### src/rtl/tinyalu_pkg.sv
// Shared types for the tinyalu datapath and its instruction issue queue.
package tinyalu_pkg;

  // Instruction word width; the issue queue treats the word as opaque.
  localparam int INSTR_W = 8;

  typedef logic [INSTR_W-1:0] instruction_t;

  // Encoding presented to the datapath whenever nothing is issued.
  localparam instruction_t INSTR_NOP = '0;

  // Issue state machine: IDLE (nothing issued), ARM (first issued cycle,
  // done masked), WAIT (waiting for done or watchdog expiry).
  typedef enum logic [1:0] {
    IDLE = 2'd0,
    ARM  = 2'd1,
    WAIT = 2'd2
  } iq_state_t;

endpackage : tinyalu_pkg

### src/rtl/iq_fifo.sv
// Circular FIFO holding queued (not yet issued) instructions.
// Pointers wrap naturally; occupancy is tracked in a separate counter so
// full and empty are simple decodes. Flush empties the queue and wins over
// any push or pop presented in the same cycle.
module iq_fifo
  import tinyalu_pkg::*;
#(
  parameter int DEPTH = 8
) (
  input  logic                           clk,
  input  logic                           reset,
  input  logic                           push,
  input  instruction_t                   din,
  input  logic                           pop,
  input  logic                           flush,
  output instruction_t                   head,
  output logic                           full,
  output logic                           empty,
  output logic [$clog2(DEPTH+1)-1:0]     count
);

  localparam int AW = $clog2(DEPTH);
  localparam int CW = $clog2(DEPTH+1);

  instruction_t    mem_q [DEPTH];
  logic [AW-1:0]   wr_ptr_q, wr_ptr_d;
  logic [AW-1:0]   rd_ptr_q, rd_ptr_d;
  logic [CW-1:0]   count_q, count_d;
  logic            do_push;
  logic            do_pop;

  assign full    = (count_q == CW'(DEPTH));
  assign empty   = (count_q == '0);
  assign count   = count_q;
  assign head    = mem_q[rd_ptr_q];

  // A push into a full queue is refused even if a pop frees a slot this cycle.
  assign do_push = push && !full && !flush;
  assign do_pop  = pop && !empty && !flush;

  // Next-state for pointers and occupancy.
  always_comb begin
    wr_ptr_d = wr_ptr_q;
    rd_ptr_d = rd_ptr_q;
    count_d  = count_q;
    if (flush) begin
      wr_ptr_d = '0;
      rd_ptr_d = '0;
      count_d  = '0;
    end else begin
      if (do_push) wr_ptr_d = wr_ptr_q + 1'b1;
      if (do_pop)  rd_ptr_d = rd_ptr_q + 1'b1;
      if (do_push && !do_pop)      count_d = count_q + 1'b1;
      else if (do_pop && !do_push) count_d = count_q - 1'b1;
    end
  end

  // Storage write; contents need no reset because occupancy gates all reads.
  always_ff @(posedge clk) begin
    if (do_push) mem_q[wr_ptr_q] <= din;
  end

  // Pointer and occupancy registers.
  always_ff @(posedge clk or posedge reset) begin
    if (reset) begin
      wr_ptr_q <= '0;
      rd_ptr_q <= '0;
      count_q  <= '0;
    end else begin
      wr_ptr_q <= wr_ptr_d;
      rd_ptr_q <= rd_ptr_d;
      count_q  <= count_d;
    end
  end

endmodule : iq_fifo

### src/rtl/instr_issue_queue.sv
// Instruction issue queue in front of the ALU/memory/instruction-unit
// datapath. Buffers producer instructions, presents one at a time on instr
// until done retires it, and drops an instruction whose done never arrives
// within TIMEOUT cycles (flagging timeout_err).
module instr_issue_queue
  import tinyalu_pkg::*;
#(
  parameter int DEPTH   = 8,
  parameter int TIMEOUT = 1024
) (
  input  logic                           clk,
  input  logic                           reset,
  input  logic                           in_valid,
  input  instruction_t                   in_instr,
  output logic                           in_ready,
  input  logic                           flush,
  output instruction_t                   instr,
  output logic                           instr_valid,
  input  logic                           done,
  output logic [$clog2(DEPTH+1)-1:0]     count,
  output logic [15:0]                    retired,
  output logic                           timeout_err
);

  localparam int WDW = $clog2(TIMEOUT);
  localparam logic [WDW-1:0] WD_LAST = WDW'(TIMEOUT - 1);

  iq_state_t       state_q, state_d;
  instruction_t    instr_q, instr_d;
  logic            valid_q, valid_d;
  logic [WDW-1:0]  wd_q, wd_d;
  logic [15:0]     retired_q, retired_d;
  logic            terr_q, terr_d;

  logic            fifo_full;
  logic            fifo_empty;
  instruction_t    fifo_head;
  logic            can_pop;
  logic            pop;

  // A flush cycle suppresses the pop, so nothing new issues during it.
  assign can_pop = !fifo_empty && !flush;

  iq_fifo #(
    .DEPTH (DEPTH)
  ) u_fifo (
    .clk   (clk),
    .reset (reset),
    .push  (in_valid),
    .din   (in_instr),
    .pop   (pop),
    .flush (flush),
    .head  (fifo_head),
    .full  (fifo_full),
    .empty (fifo_empty),
    .count (count)
  );

  assign in_ready    = !fifo_full;
  assign instr       = instr_q;
  assign instr_valid = valid_q;
  assign retired     = retired_q;
  assign timeout_err = terr_q;

  // Issue FSM, watchdog and retirement bookkeeping.
  always_comb begin
    state_d   = state_q;
    instr_d   = instr_q;
    valid_d   = valid_q;
    wd_d      = wd_q;
    retired_d = retired_q;
    terr_d    = terr_q;
    pop       = 1'b0;
    unique case (state_q)
      IDLE: begin
        if (can_pop) begin
          pop     = 1'b1;
          instr_d = fifo_head;
          valid_d = 1'b1;
          wd_d    = '0;
          state_d = ARM;
        end
      end
      ARM: begin
        // done is deliberately ignored here: it may still be high from the
        // instruction that just retired.
        wd_d    = wd_q + 1'b1;
        state_d = WAIT;
      end
      WAIT: begin
        wd_d = wd_q + 1'b1;
        if (done) begin
          retired_d = retired_q + 16'd1;
          if (can_pop) begin
            // Back-to-back issue with no NOP bubble.
            pop     = 1'b1;
            instr_d = fifo_head;
            valid_d = 1'b1;
            wd_d    = '0;
            state_d = ARM;
          end else begin
            instr_d = INSTR_NOP;
            valid_d = 1'b0;
            state_d = IDLE;
          end
        end else if (wd_q == WD_LAST) begin
          // Watchdog expiry: drop the instruction without retiring it.
          terr_d  = 1'b1;
          instr_d = INSTR_NOP;
          valid_d = 1'b0;
          state_d = IDLE;
        end
      end
      default: begin
        instr_d = INSTR_NOP;
        valid_d = 1'b0;
        state_d = IDLE;
      end
    endcase
  end

  // State, issue register and counters; reset returns everything to idle.
  always_ff @(posedge clk or posedge reset) begin
    if (reset) begin
      state_q   <= IDLE;
      instr_q   <= INSTR_NOP;
      valid_q   <= 1'b0;
      wd_q      <= '0;
      retired_q <= '0;
      terr_q    <= 1'b0;
    end else begin
      state_q   <= state_d;
      instr_q   <= instr_d;
      valid_q   <= valid_d;
      wd_q      <= wd_d;
      retired_q <= retired_d;
      terr_q    <= terr_d;
    end
  end

endmodule : instr_issue_queue

### config.mk
export PLATFORM = sky130hd
export DESIGN_NAME = instr_issue_queue
export DESIGN_NICKNAME = d
export VERILOG_FILES = /design/src/rtl/tinyalu_pkg.sv /design/src/rtl/iq_fifo.sv /design/src/rtl/instr_issue_queue.sv
export SDC_FILE = /design/constraint.sdc
export NUM_CORES = 1
export LEC_CHECK = 0
export CORE_ASPECT_RATIO = 0.8
export CORE_MARGIN = 8
export CORE_UTILIZATION = 57
export DETAILED_ROUTE_END_ITERATION = 8
export PLACE_DENSITY = 0.79
export SLEW_MARGIN = 20
export SYNTH_ARGS = -nofsm -noshare
export SYNTH_HDL_FRONTEND = slang
export SYNTH_SLANG_ARGS = --single-unit
### constraint.sdc
create_clock -name clk -period 3.3 [get_ports clk]
set_input_delay 0.495 -clock clk [delete_from_list [all_inputs] [get_ports clk]]
set_output_delay 0.495 -clock clk [all_outputs]
set_load 0.02 [all_outputs]
==> flow_summary_export.csv, run 1 <==
group,metric,value,unit
status,outcome,"complete, no violations",
cts,cts_sinks,112,
synth,yosysUniqueCellTypes,53,
timing,final-max-slew-violation-count,0,
floorplan,rows,30,
critical_path,crit_path_start,"u_fifo.count[1]",
synth,synth_area,5000,sq um
global_route,grt_overflow,0,
placed_design,port_buffers,43,
final_layout,finish.utilization,0.685,
final_layout,drive_gt1_frac,0.159,
run,max-cap-violations,0,
synth,synth-edff-count,64,
timing,hold_violations,0,
floorplan,die_area,12000,sq um
cts,cts_max_path_buffers,2,
synth,ys_seq_elements,112,
detailed_routing,dr.pass1.iters,4,
global_route,grt_pass1_wl,15500,um
floorplan,initial_utilization,0.587,
final_layout,syn2layout_area_growth,16.6,%
global_route,use_met1,0.219,
synth,synthFlopType,"edfxtp_1",
timing,fin_hold_ws,0.472,ns
timing,finalClockSkew,0.0159,ns
detailed_routing,drc,0,
global_route,met2_usage,0.255,
power,cellLeakagePower,0.00223,uW
final_layout,design_area,5830,sq um
global_route,antenna_found_initial,0,
critical_path,start_kind,"flop",
final_layout,n_fill_cell,641,
cts,cts_buffers,9,
cts,cts_root_buf,"clkbuf_8",
timing,timing.fmax,373,MHz
detailed_routing,drtIter0Drc,250,
critical_path,path_max_fanout,7,
global_route,grt_use_met3,0.0477,
cts,clk_latency,0.37,ns
cts,cts_resized,0,
critical_path,timing.rr.start,"u_fifo.count[1]",
global_route,first_global_vias,3012,
detailed_routing,detail-route-antenna-nets,0,
final_layout,multi_input_area,1780,sq um
final_layout,antenna_cells,0,
hold_path,hp-start,"retired[15]",
cts,clk_pin_slew,0.11,ns
hold_path,min_path_type,"reg -> reg",
global_route,grt_usage,0.165,
final_layout,final_nets,428,
global_route,grt_max_degree,49,
floorplan,core,8520,sq um
timing,setup_viol,0,
critical_path,worstSetupPathType,"reg -> out",
critical_path,end_kind,"primary output",
timing,fin_tns_setup,0,ns
floorplan,top_level_ports,44,
placed_design,placed_area,5620,sq um
final_layout,final_cell_mix,"edfxtp_1 (64), dfrtp_1 (48), clkdlybuf4s50_1 (43)",
placed_design,numPlacedInstances,505,
cts,postCtsSetupBuffers,0,
critical_path,reg2reg_depth,8,
synth,syn-num-nets,372,
global_route,top_usage_layer,"met2",
power,power_density,697,nW/um^2
timing,fin_crit_sh,0.813,
detailed_routing,routed_wl,9420,um
critical_path,critical_path_arrival,2.19,ns
timing,relSlewSlack,0.438,
synth,ys_seq_area_frac,0.624,
cts,htree_levels,3,
final_layout,final_common_cell,"edfxtp_1",
synth,syn_inst,348,
timing,fin_crit,2.68,ns
floorplan,die_y,99.8,um
timing,worstMarginPinSlew,0.842,ns
critical_path,worst_ep_required_time,2.80,ns
hold_path,whs_path_depth,1,
floorplan,die_w,121,um
placed_design,place_hpwl,6510,um
final_layout,fin_cells,521,
power,ir_drop,0.461,mV
synth,async_flop_share,0.429,
detailed_routing,routedWlPerCell,18.1,um
final_layout,seqCellArea,3120,sq um
synth,ys.warnings.count,0,
cts,tritoncts,"yes",
detailed_routing,vias_per_cell,5.84,
timing,rsz0062_at_grt,"false",
placed_design,gp_congestion,0.852,
cts,hold_buffers,0,
synth,avgSynthCellArea,14.4,sq um
detailed_routing,vias,3043,
## per-layer routing
layer  vias to the layer above  wire length, um
met2                        92             4480
met3                         6              642
met4                         0               55
li1                       1430                -
met1                      1515             4240
met5                         -                0
## logic make-up (layout without fill, tap and decap cells)
group / count (synthesis) / in the layout / synth area share
DFF: 112 / 112 / 0.624
and+or+nand+nor: 105 / 105 / 0.109
AOI/OAI and AO/OA: 42 / 42 / 0.0695
muxes: 37 / 37 / 0.117
buffers and inverters: 23 / 84 / 0.0195
xor gates and xnor gates: 18 / 18 / 0.0315
adders and majority gates: 11 / 11 / 0.0290
## metrics by stage
stage	total power [uW]	worst slack, ns
after floorplan	2780	0.639
after global placement	3220	0.488
after detailed placement	3270	0.392
after CTS	4110	0.591
after global routing	4290	0.474
final	4070	0.616
## worst max-delay path, stage by stage, from the launching register on
cell and delay [ns]:
dfrtp_1 0.51, or4b_1 0.71, clkdlybuf4s50_1 0.61
## where the power goes
group          internal [uW]  total (uW)  switching (uW)
Sequential              1630        1820             185
Combinational            693        1420             723
Clock                    366         836             469
## cell type report
class	count	area share
Sequential cell	112	0.535
Multi-Input combinational cell	213	0.305
Timing Repair Buffer	56	0.0905
Tap cell	112	0.0240
Clock buffer	9	0.0212
Clock inverter	7	0.0154
Inverter	12	0.00794
## synth_stat cells, types with 7 or more instances
cell type | n | area share
edfxtp_1 | 64 | 0.38
mux2i_1 | 10 | 0.020
nor2_1 | 28 | 0.021
ha_1 | 10 | 0.025
o21ai_0 | 9 | 0.0090
a22o_1 | 7 | 0.012
nand4_1 | 7 | 0.0088
xor2_1 | 8 | 0.014
mux4_2 | 16 | 0.072
inv_1 | 12 | 0.0090
nand2_1 | 25 | 0.019
xnor2_1 | 10 | 0.018
nor3_1 | 10 | 0.010
mux2_2 | 11 | 0.025
dfrtp_1 | 48 | 0.24
## worst paths after layout
check                                  end  slack (ns)
setup / recovery                  in_ready        0.62
hold reg to reg                retired[15]        0.47
hold / removal                 retired[15]        0.47
min in group asynchronous         instr[3]        0.58
setup reg to reg           u_fifo.count[3]        0.64
max in group asynchronous         instr[1]        2.21
## flip-flops by register name, indices dropped and copies added, names as in the netlist
register,count
u_fifo.wr_ptr_q,3
retired,16
wd_q,10
instr,8
u_fifo.mem_q,64
timeout_err,1
state_q,2
instr_valid,1
u_fifo.count,4
u_fifo.rd_ptr_q,3
No activity file was read; power rests on OpenSTA's default activity.
==> run 2: changes to the inputs <==
CORE_UTILIZATION = 52   (was 57)
PLACE_DENSITY = 0.76   (was 0.79)
clock period = 2.35 ns   (was 3.3 ns; I/O delays follow)
==> run 2 against run 1 <==
Register-to-register slack got worse by 0.60 ns. Via count rose by 4.5%. Critical path type is now reg -> reg. Critical endpoint is now u_fifo.count[3]. Setup slack got worse by 0.58 ns. Final cell count rose by 4.8%. Count of clock-buffer cells in the layout did not move. Clock skew fell by 0.0092 ns. Combinational power rose by 58%.
==> flow_summary_export.csv, run 2 (same netlist as run 1, synthesis figures left out) <==
group,metric,value,unit
status,outcome,"complete, no violations",
cts,clk_pin_slew,0.08,ns
power,pwr-share-clk,0.240,
cts,cts_sinks,112,
detailed_routing,vias_per_cell,5.82,
timing,fin_crit,2.31,ns
final_layout,final_common_cell,"edfxtp_1",
final_layout,seqCellArea,3130,sq um
final_layout,largest_register_ffs,64,
floorplan,initial_utilization,0.527,
global_route,grt_usage,0.168,
placed_design,place_hpwl,7050,um
critical_path,path_max_fanout,4,
global_route,antenna_found_initial,0,
power,power_density,1030,nW/um^2
power,seqPwrFrac,0.403,
power,cellLeakagePower,0.00237,uW
global_route,grt_pass1_wl,17200,um
critical_path,r2r_setup_slack,0.04,ns
final_layout,syn2layout_area_growth,22.4,%
placed_design,gp_congestion,0.796,
final_layout,design_area,6120,sq um
global_route,first_global_vias,3230,
critical_path,reg2reg_depth,10,
floorplan,core,9490,sq um
global_route,grt_overflow,0,
detailed_routing,routedWlPerCell,19.1,um
detailed_routing,vias,3179,
final_layout,regMostFlops,"u_fifo.mem_q",
hold_path,min_path_type,"in -> async",
timing,rsz0062_at_grt,"true",
detailed_routing,dr.pass1.iters,4,
timing,relSlewSlack,0.607,
power,sw_frac_of_total,0.337,
timing,timing.fmax,432,MHz
power,totalPowerFinal,6270,uW
critical_path,worst_ep_required_time,2.59,ns
timing,fin_crit_sh,0.984,
run,max-cap-violations,0,
detailed_routing,drc,0,
timing,setup_viol,0,
cts,cts_max_path_buffers,2,
critical_path,start_kind,"flop",
final_layout,final_nets,446,
power,ir_drop,0.489,mV
floorplan,die_y,104,um
detailed_routing,drtIter0Drc,280,
timing,final-max-slew-violation-count,0,
timing,fin_hold_ws,0.365,ns
critical_path,reg2reg_to,"u_fifo.count[3]",
cts,cts_root_buf,"clkbuf_16",
cts,htree_levels,3,
global_route,grt_max_degree,27,
floorplan,top_level_ports,44,
placed_design,port_buffers,43,
final_layout,drive_gt1_frac,0.218,
critical_path,critical_path_arrival,2.56,ns
final_layout,final_cell_mix,"edfxtp_1 (64), dfrtp_1 (46), clkdlybuf4s50_1 (42)",
placed_design,placed_area,5810,sq um
cts,clk_latency,0.35,ns
timing,hold_violations,0,
detailed_routing,detail-route-antenna-nets,0,
timing,finalClockSkew,0.00674,ns
cts,cts_buffers,9,
power,pwr-share-comb,0.357,
critical_path,end_kind,"flop",
floorplan,rows,32,
floorplan,die_area,13000,sq um
final_layout,n_fill_cell,687,
cts,hold_buffers,0,
final_layout,antenna_cells,0,
power,switching_power,2120,uW
power,intPower,4160,uW
final_layout,multi_input_area,1830,sq um
timing,worstMarginPinSlew,0.590,ns
detailed_routing,routed_wl,10400,um
critical_path,worstSetupPathType,"reg -> reg",
cts,tritoncts,"yes",
floorplan,die_w,126,um
critical_path,timing.rr.start,"state_q[1]",
## run 2: final cells by class
type / count / share of cell area
Inverter: 12 / 0.00736
Clock inverter: 7 / 0.0121
Clock buffer: 9 / 0.0368
Sequential cell: 112 / 0.511
Multi-Input combinational cell: 213 / 0.299
Timing Repair Buffer: 74 / 0.110
Tap cell: 119 / 0.0243
## run 2: critical path, stage by stage (launching register included)
cell     delay, ns
dfrtp_1       0.42
inv_2         0.07
ha_2          0.20
a21oi_4       0.16
nor3_4        0.06
or3_4         0.35
ha_1          0.27
a21o_1        0.19
a21oi_2       0.17
nand2_1       0.08
a32o_1        0.23
## run 2: what timing repair did
item | in CTS | in global routing
setup buffers | 1 | 0
cloned | 0 | 0
endpoints found under the setup margin | 2 | 1
pin swaps | 1 | 2
gates resized for setup | 2 | 2
## run 2: through the flow
| step | setup WS (ns) | cells | util | TNS (ns) |
|---|---|---|---|---|
| 3_3_place_gp | -0.0736 | 529 | 0.612 | -0.0736 |
| 2_1_floorplan | -0.0854 | 348 | - | -0.0854 |
| 3_5_place_dp | -0.152 | 529 | 0.612 | -0.181 |
| 6_report | 0.0365 | 546 | 0.645 | 0 |
| 4_1_cts | 0.00843 | 546 | 0.645 | 0 |
| 5_1_grt | -0.0766 | 546 | 0.645 | -0.0766 |
## run 2: worst max path at each step
stage,from,to,slack [ns],depth (start not counted)
finish,state_q[1],u_fifo.count[3],0.04,10
global route,state_q[1],u_fifo.count[3],-0.08,10
CTS,state_q[0],u_fifo.count[3],0.008,10
detailed placement,done,u_fifo.count[3],-0.15,9
global placement,done,u_fifo.count[3],-0.07,9
floorplan,u_fifo.count[3],u_fifo.count[3],-0.09,8
## run 2: power groups by stage
stage                     Combinational [uW]  Sequential, uW  Clock [uW]
final                                   2240            2530        1500
after global routing                    2430            2560        1600
after CTS                               2260            2520        1530
after detailed placement                2210            2570           0
after global placement                  2140            2550           0
after floorplan                         1320            2650           0
## run 2: per-layer routing
| layer | share of wire | vias to the layer above | GRT usage |
|---|---|---|---|
| met5 | 0 | - | 0 |
| met4 | 0.018 | 0 | 0.0607 |
| met3 | 0.050 | 22 | 0.0471 |
| met2 | 0.49 | 96 | 0.273 |
| met1 | 0.44 | 1593 | 0.211 |
| li1 | - | 1468 | - |
